File: src/rtl/uart_tx_arbiter.sv
// uart_tx_arbiter: round-robin sharing of one Uart8 transmitter between NUM_REQ byte sources.
//
// Ports:
//   clk, rstN            clock, asynchronous active-low reset
//   enable               arbiter enable, passed straight through to uTxEn
//   reqValid / reqData   per-requester byte-available flag and byte (slice i = [8i+7:8i])
//   reqReady             one-cycle pulse: the requester's byte has been latched
//   reqDone              one-cycle pulse: the requester's byte has been fully transmitted
//   grantId              current or last owner index
//   errPulse             one-cycle pulse when a frame is aborted (start timeout or enable drop)
//   uTxEn/uTxStart/uTxIn Uart8 transmit controls
//   uTxBusy/uTxDone      Uart8 transmit status
//
// Build option: define UART_ARB_BURST_EN to let one owner send up to MAX_BURST
// consecutive bytes before the grant rotates; without it, one byte per grant.
module uart_tx_arbiter #(
    parameter int NUM_REQ       = 4,
    parameter int START_TIMEOUT = 1024,
    parameter int MAX_BURST     = 4
) (
    input  logic                       clk,
    input  logic                       rstN,
    input  logic                       enable,
    input  logic [NUM_REQ-1:0]         reqValid,
    input  logic [8*NUM_REQ-1:0]       reqData,
    output logic [NUM_REQ-1:0]         reqReady,
    output logic [NUM_REQ-1:0]         reqDone,
    output logic [$clog2(NUM_REQ)-1:0] grantId,
    output logic                       errPulse,
    output logic                       uTxEn,
    output logic                       uTxStart,
    output logic [7:0]                 uTxIn,
    input  logic                       uTxBusy,
    input  logic                       uTxDone
);
    localparam int IDW = $clog2(NUM_REQ);
    // Counter wide enough for both the start timeout and the burst length.
    localparam int CW  = $clog2((START_TIMEOUT > MAX_BURST ? START_TIMEOUT : MAX_BURST) + 1);

    typedef enum logic [1:0] {IDLE, START, BUSY, DONE} state_t;

    state_t             state_q, state_d;
    logic [IDW-1:0]     last_q, grant_q, win, rr_idx, sel;
    logic [CW-1:0]      cnt_q;
    logic [7:0]         txin_q;
    logic [NUM_REQ-1:0] ready_q;
    logic               err_q;
    logic               busy_q, busy_p_q, done_q, done_p_q;
    logic               fin_det, timeout, take, reload, abort, burst_go;

    // Frame end is whichever comes first: txDone rising or txBusy falling.
    assign fin_det = (done_q & ~done_p_q) | (busy_p_q & ~busy_q);
    assign timeout = cnt_q == CW'(START_TIMEOUT - 1);
    assign take    = (state_q == IDLE) && enable && (|reqValid);
    assign reload  = take || (state_q == DONE && burst_go);
    assign sel     = (state_q == IDLE) ? win : grant_q;
    assign abort   = (state_q == START && (!enable || (!busy_q && timeout))) ||
                     (state_q == BUSY && !enable);

    // Scan from the farthest candidate down so the nearest valid index after last_q wins.
    always_comb begin
        win    = '0;
        rr_idx = '0;
        for (int k = NUM_REQ; k >= 1; k--) begin
            rr_idx = IDW'((int'(last_q) + k) % NUM_REQ);
            if (reqValid[rr_idx]) win = rr_idx;
        end
    end

`ifdef UART_ARB_BURST_EN
    logic [CW-1:0] bcnt_q;

    assign burst_go = enable && reqValid[grant_q] && (bcnt_q < CW'(MAX_BURST));

    always_ff @(posedge clk or negedge rstN) begin
        if (!rstN) bcnt_q <= '0;
        else       bcnt_q <= take ? CW'(1) : (state_q == DONE && burst_go) ? bcnt_q + CW'(1) : bcnt_q;
    end
`else
    assign burst_go = 1'b0;
`endif

    always_ff @(posedge clk or negedge rstN) begin
        if (!rstN) state_q <= IDLE;
        else       state_q <= state_d;
    end

    always_comb begin
        state_d = state_q;
        case (state_q)
            IDLE:    state_d = take ? START : IDLE;
            START:   state_d = !enable ? IDLE : busy_q ? BUSY : timeout ? IDLE : START;
            BUSY:    state_d = !enable ? IDLE : fin_det ? DONE : BUSY;
            default: state_d = burst_go ? START : IDLE;
        endcase
    end

    always_ff @(posedge clk or negedge rstN) begin
        if (!rstN) begin
            last_q   <= IDW'(NUM_REQ - 1);
            grant_q  <= '0;
            txin_q   <= '0;
            ready_q  <= '0;
            err_q    <= 1'b0;
            cnt_q    <= '0;
            busy_q   <= 1'b0;
            busy_p_q <= 1'b0;
            done_q   <= 1'b0;
            done_p_q <= 1'b0;
        end else begin
            busy_q   <= uTxBusy;
            busy_p_q <= busy_q;
            done_q   <= uTxDone;
            done_p_q <= done_q;
            cnt_q    <= (state_q == START) ? cnt_q + CW'(1) : '0;
            ready_q  <= reload ? NUM_REQ'(1) << sel : '0;
            err_q    <= abort;
            if (reload) begin
                grant_q <= sel;
                txin_q  <= reqData[8*sel +: 8];
            end
            // Every way back to IDLE (done, timeout, abort) moves the pointer past the owner.
            if (state_q != IDLE && state_d == IDLE) last_q <= grant_q;
        end
    end

    always_comb begin
        uTxEn    = enable;
        uTxStart = state_q == START;
        uTxIn    = txin_q;
        reqReady = ready_q;
        reqDone  = (state_q == DONE) ? NUM_REQ'(1) << grant_q : '0;
        grantId  = grant_q;
        errPulse = err_q;
    end
endmodule

File: config.mk
export PLATFORM = sky130hd
export DESIGN_NAME = uart_tx_arbiter
export DESIGN_NICKNAME = d
export VERILOG_FILES = /design/src/rtl/uart_tx_arbiter.sv
export SDC_FILE = /design/constraint.sdc
export NUM_CORES = 1
export LEC_CHECK = 0
export ABC_AREA = 1
export CAP_MARGIN = 20
export CORE_MARGIN = 10
export CORE_UTILIZATION = 45
export DETAILED_ROUTE_END_ITERATION = 10
export PLACE_DENSITY = 0.78
export SYNTH_ARGS = -nofsm -noshare
export SYNTH_HDL_FRONTEND = slang
export SYNTH_SLANG_ARGS = --single-unit
File: constraint.sdc
create_clock -name clk -period 2.21 [get_ports clk]
set_clock_uncertainty 0.1 [all_clocks]
set_input_delay 0.442 -clock clk [delete_from_list [all_inputs] [get_ports clk]]
set_output_delay 0.442 -clock clk [all_outputs]
set_load 0.01 [all_outputs]
==> metrics.cfg <==
[status]
run_status=complete, no violations

[global_routing]
grt_pass1_wl_mm=8.74
gr-usage-all-layers=0.141
grt.overflow.total=0
vias_in_the_first_global_route=1929
antenna_found_initial=0
pin_count_of_the_biggest_net_entering_global_routing=35

[route]
routed_wire_length_per_instance_um=13.4
remaining_drc_errors=0
dr.first_iter.drc_count=59
vias=1956
drt-pass1-iter-count=5
routed_wl_mm=5.19
detail-route-antenna-nets=0
post_drt_via_cell_ratio=5.04

[pwr]
power_leakage_nw=1.38
report.power.total_mw=3.61
p_per_area_mw_per_mm2=1230
power.ir.vdd_worst_v=0.000572

[floorplan]
initial_core_util=0.466
placementRows=24
die_h_um=87.2
floorplan.core_area_mm2=0.00435
floorplan.io_pins=62
design.die.area_mm2=0.00760
die_width_um=87.2

[worst_setup_path]
critPathKind=reg -> out
capturing_element_type_of_the_critical_path=output pin
top_fanout_value_on_the_critical_path=5
required_ns=1.67
timing.critical_path.from_type=flip-flop
ff2ff_path_depth=13
arrival_ns=1.55

[synthesis]
post_syn_area_per_cell_um2=7.90
count_of_mapped_cells_out_of_synthesis=257
mappedNetlistArea_mm2=0.00203
yosys_warning_total=0
postSynthRegisterBits=34
synthesis.nets=299
synth_sequential_area_ratio=0.420
ys_types=25

[clock_tree]
cts_max_path_bufs=2
htree_num_levels=2
cts-hold-fix-buffers=0
worstSkewPairLatency_ns=0.28
clk_transition_reported_paths_ns=0.07
clockRootBuffer=clkbuf_8
cts_sinks=34
cts_tree=yes
tritoncts.num_buffers=5

[placement]
globalplace.congestion=0.807
detailed_place.area_mm2=0.00276
buffer_ports.inserted=61
dpl.hpwl_mm=4.00

[sta]
achievable-frequency_mhz=479
timing.slew.headroom=0.719
rsz0062_at_grt=no
timing.final.max_slew_violations=0
setup_viol=0
layout_min_cycle_time_ns=2.09
slew_at_the_pin_with_the_worst_max_slew_slack_ns=0.422
period_share=0.945
finalHoldViolCount=0

[finish]
antenna-diode-count=0
finalNetCount=377
fin_area_mm2=0.00294
share_of_layout_cells_above_drive_strength_1=0.232
area_delta_synth_final_pct=44.8

[min_path]
hold-path-cell-count=0
tightest_hold_check_type=reg -> reg

[run]
max_cap_viol_count=0

-- Yosys cell counts --
library cell | instances | area (um2)
inv_2 | 4 | 15.0
ha_1 | 1 | 12.5
buf_12 | 1 | 20.0
nand2_2 | 21 | 131
nand3b_1 | 1 | 7.51
buf_4 | 3 | 22.5
o21ai_1 | 1 | 5.00
nor2_1 | 18 | 67.6
buf_6 | 2 | 22.5
dfrtp_1 | 32 | 801
nor3_1 | 9 | 45.0
inv_1 | 23 | 86.3
nand2_8 | 1 | 20.0
nand4_1 | 4 | 25.0
clkbuf_1 | 3 | 11.3
nand3_4 | 1 | 17.5
o21ai_2 | 2 | 17.5
nand3_2 | 15 | 150
dfstp_2 | 2 | 52.6
a21oi_1 | 9 | 45.0
nand3_1 | 32 | 160
o21ai_0 | 13 | 65.1
xor2_1 | 1 | 8.76
nand2_1 | 57 | 214
nor4_1 | 1 | 6.26
-- power breakdown --
group / leakage (nW) / internal (mW) / switching [mW]
logic: 0.878 / 0.891 / 1.14
registers: 0.432 / 0.784 / 0.117
clock network: 0.0683 / 0.452 / 0.230
total: 1.38 / 2.13 / 1.48
-- logic make-up (layout without fill, tap and decap cells) --
family                   after synthesis  after routing  share of synthesized area
AO/OA/AOI/OAI                         25             25                     0.0653
XOR/XNOR                               1              1                    0.00432
adder cells (fa/ha/maj)                1              1                    0.00616
buffers and inverters                 36            115                     0.0875
flip-flops                            34             34                      0.420
AND/OR/NAND/NOR                      160            160                      0.416
-- cell type report --
cell class	instances	area (um2)
clock inverters	3	68.8
multi-input cells	187	1010
inverters	27	104
flip-flops and latches	34	856
clock buffers	5	68.8
well taps	52	65.1
repair buffers	80	768
fillers	337	1420
-- cell usage in the layout (no fill, tap or decap), types with 3 or more instances in the layout --
cell type / instances
nand2_1: 56
nand3_2: 15
buf_4: 18
nor3_1: 8
inv_2: 3
dfrtp_1: 30
clkdlybuf4s50_1: 60
clkbuf_8: 5
nand3_1: 32
nor2_1: 17
a21oi_1: 9
inv_1: 23
nand2_2: 22
nand4_1: 4
o21ai_0: 13
-- path summary, 6_finish.rpt --
path	slack, ns	end	from
worst max-delay path	0.12	reqDone[3]	grantId[0]
worst min-delay path	0.29	done_p_q	done_q
worst max register to register	0.18	uTxIn[3]	last_q[0]
worst min register to register	0.29	done_p_q	done_q
max in group asynchronous	1.22	last_q[1]	rstN
min in group asynchronous	0.45	cnt_q[6]	rstN
-- routing by layer --
layer	global-route usage	wire length, um
met4	0.0522	72
met5	0	0
met1	0.172	2160
met3	0.0655	551
met2	0.213	2410
-- registers in the layout (all words and copies together) (netlist names) --
signal and cells:
cnt_q 11, reqReady 4, busy_q 1, last_q 2, errPulse 1, grantId 2, done_q 1, state_q 2
uTxIn 8, busy_p_q 1, done_p_q 1
-- per-stage QoR --
stage | util | worst slack (ns) | setup TNS, ns | hold WS [ns] | cells
3_5_place_dp | 0.634 | -0.116 | -0.870 | 0.269 | 376
3_3_place_gp | 0.634 | -0.0523 | -0.334 | 0.263 | 376
6_report | 0.675 | 0.122 | 0 | 0.286 | 388
5_1_grt | 0.675 | 0.00446 | 0 | 0.294 | 388
2_1_floorplan | - | 0.344 | 0 | 0.0464 | 257
4_1_cts | 0.665 | 0.0361 | 0 | 0.286 | 384
-- what timing repair did --
| item | 4_1_cts | 5_1_grt |
|---|---|---|
| endpoints found under the setup margin | 0 | 16 |
| setup buffers | 0 | 4 |
| resized for setup | 0 | 6 |
-- critical path: stages, from the launching register on --
cell             delay, ns
dfrtp_2               0.42
inv_1                 0.10
nor3_1                0.18
clkdlybuf4s50_1       0.56
Note: power is estimated with default switching activity, not from simulation.
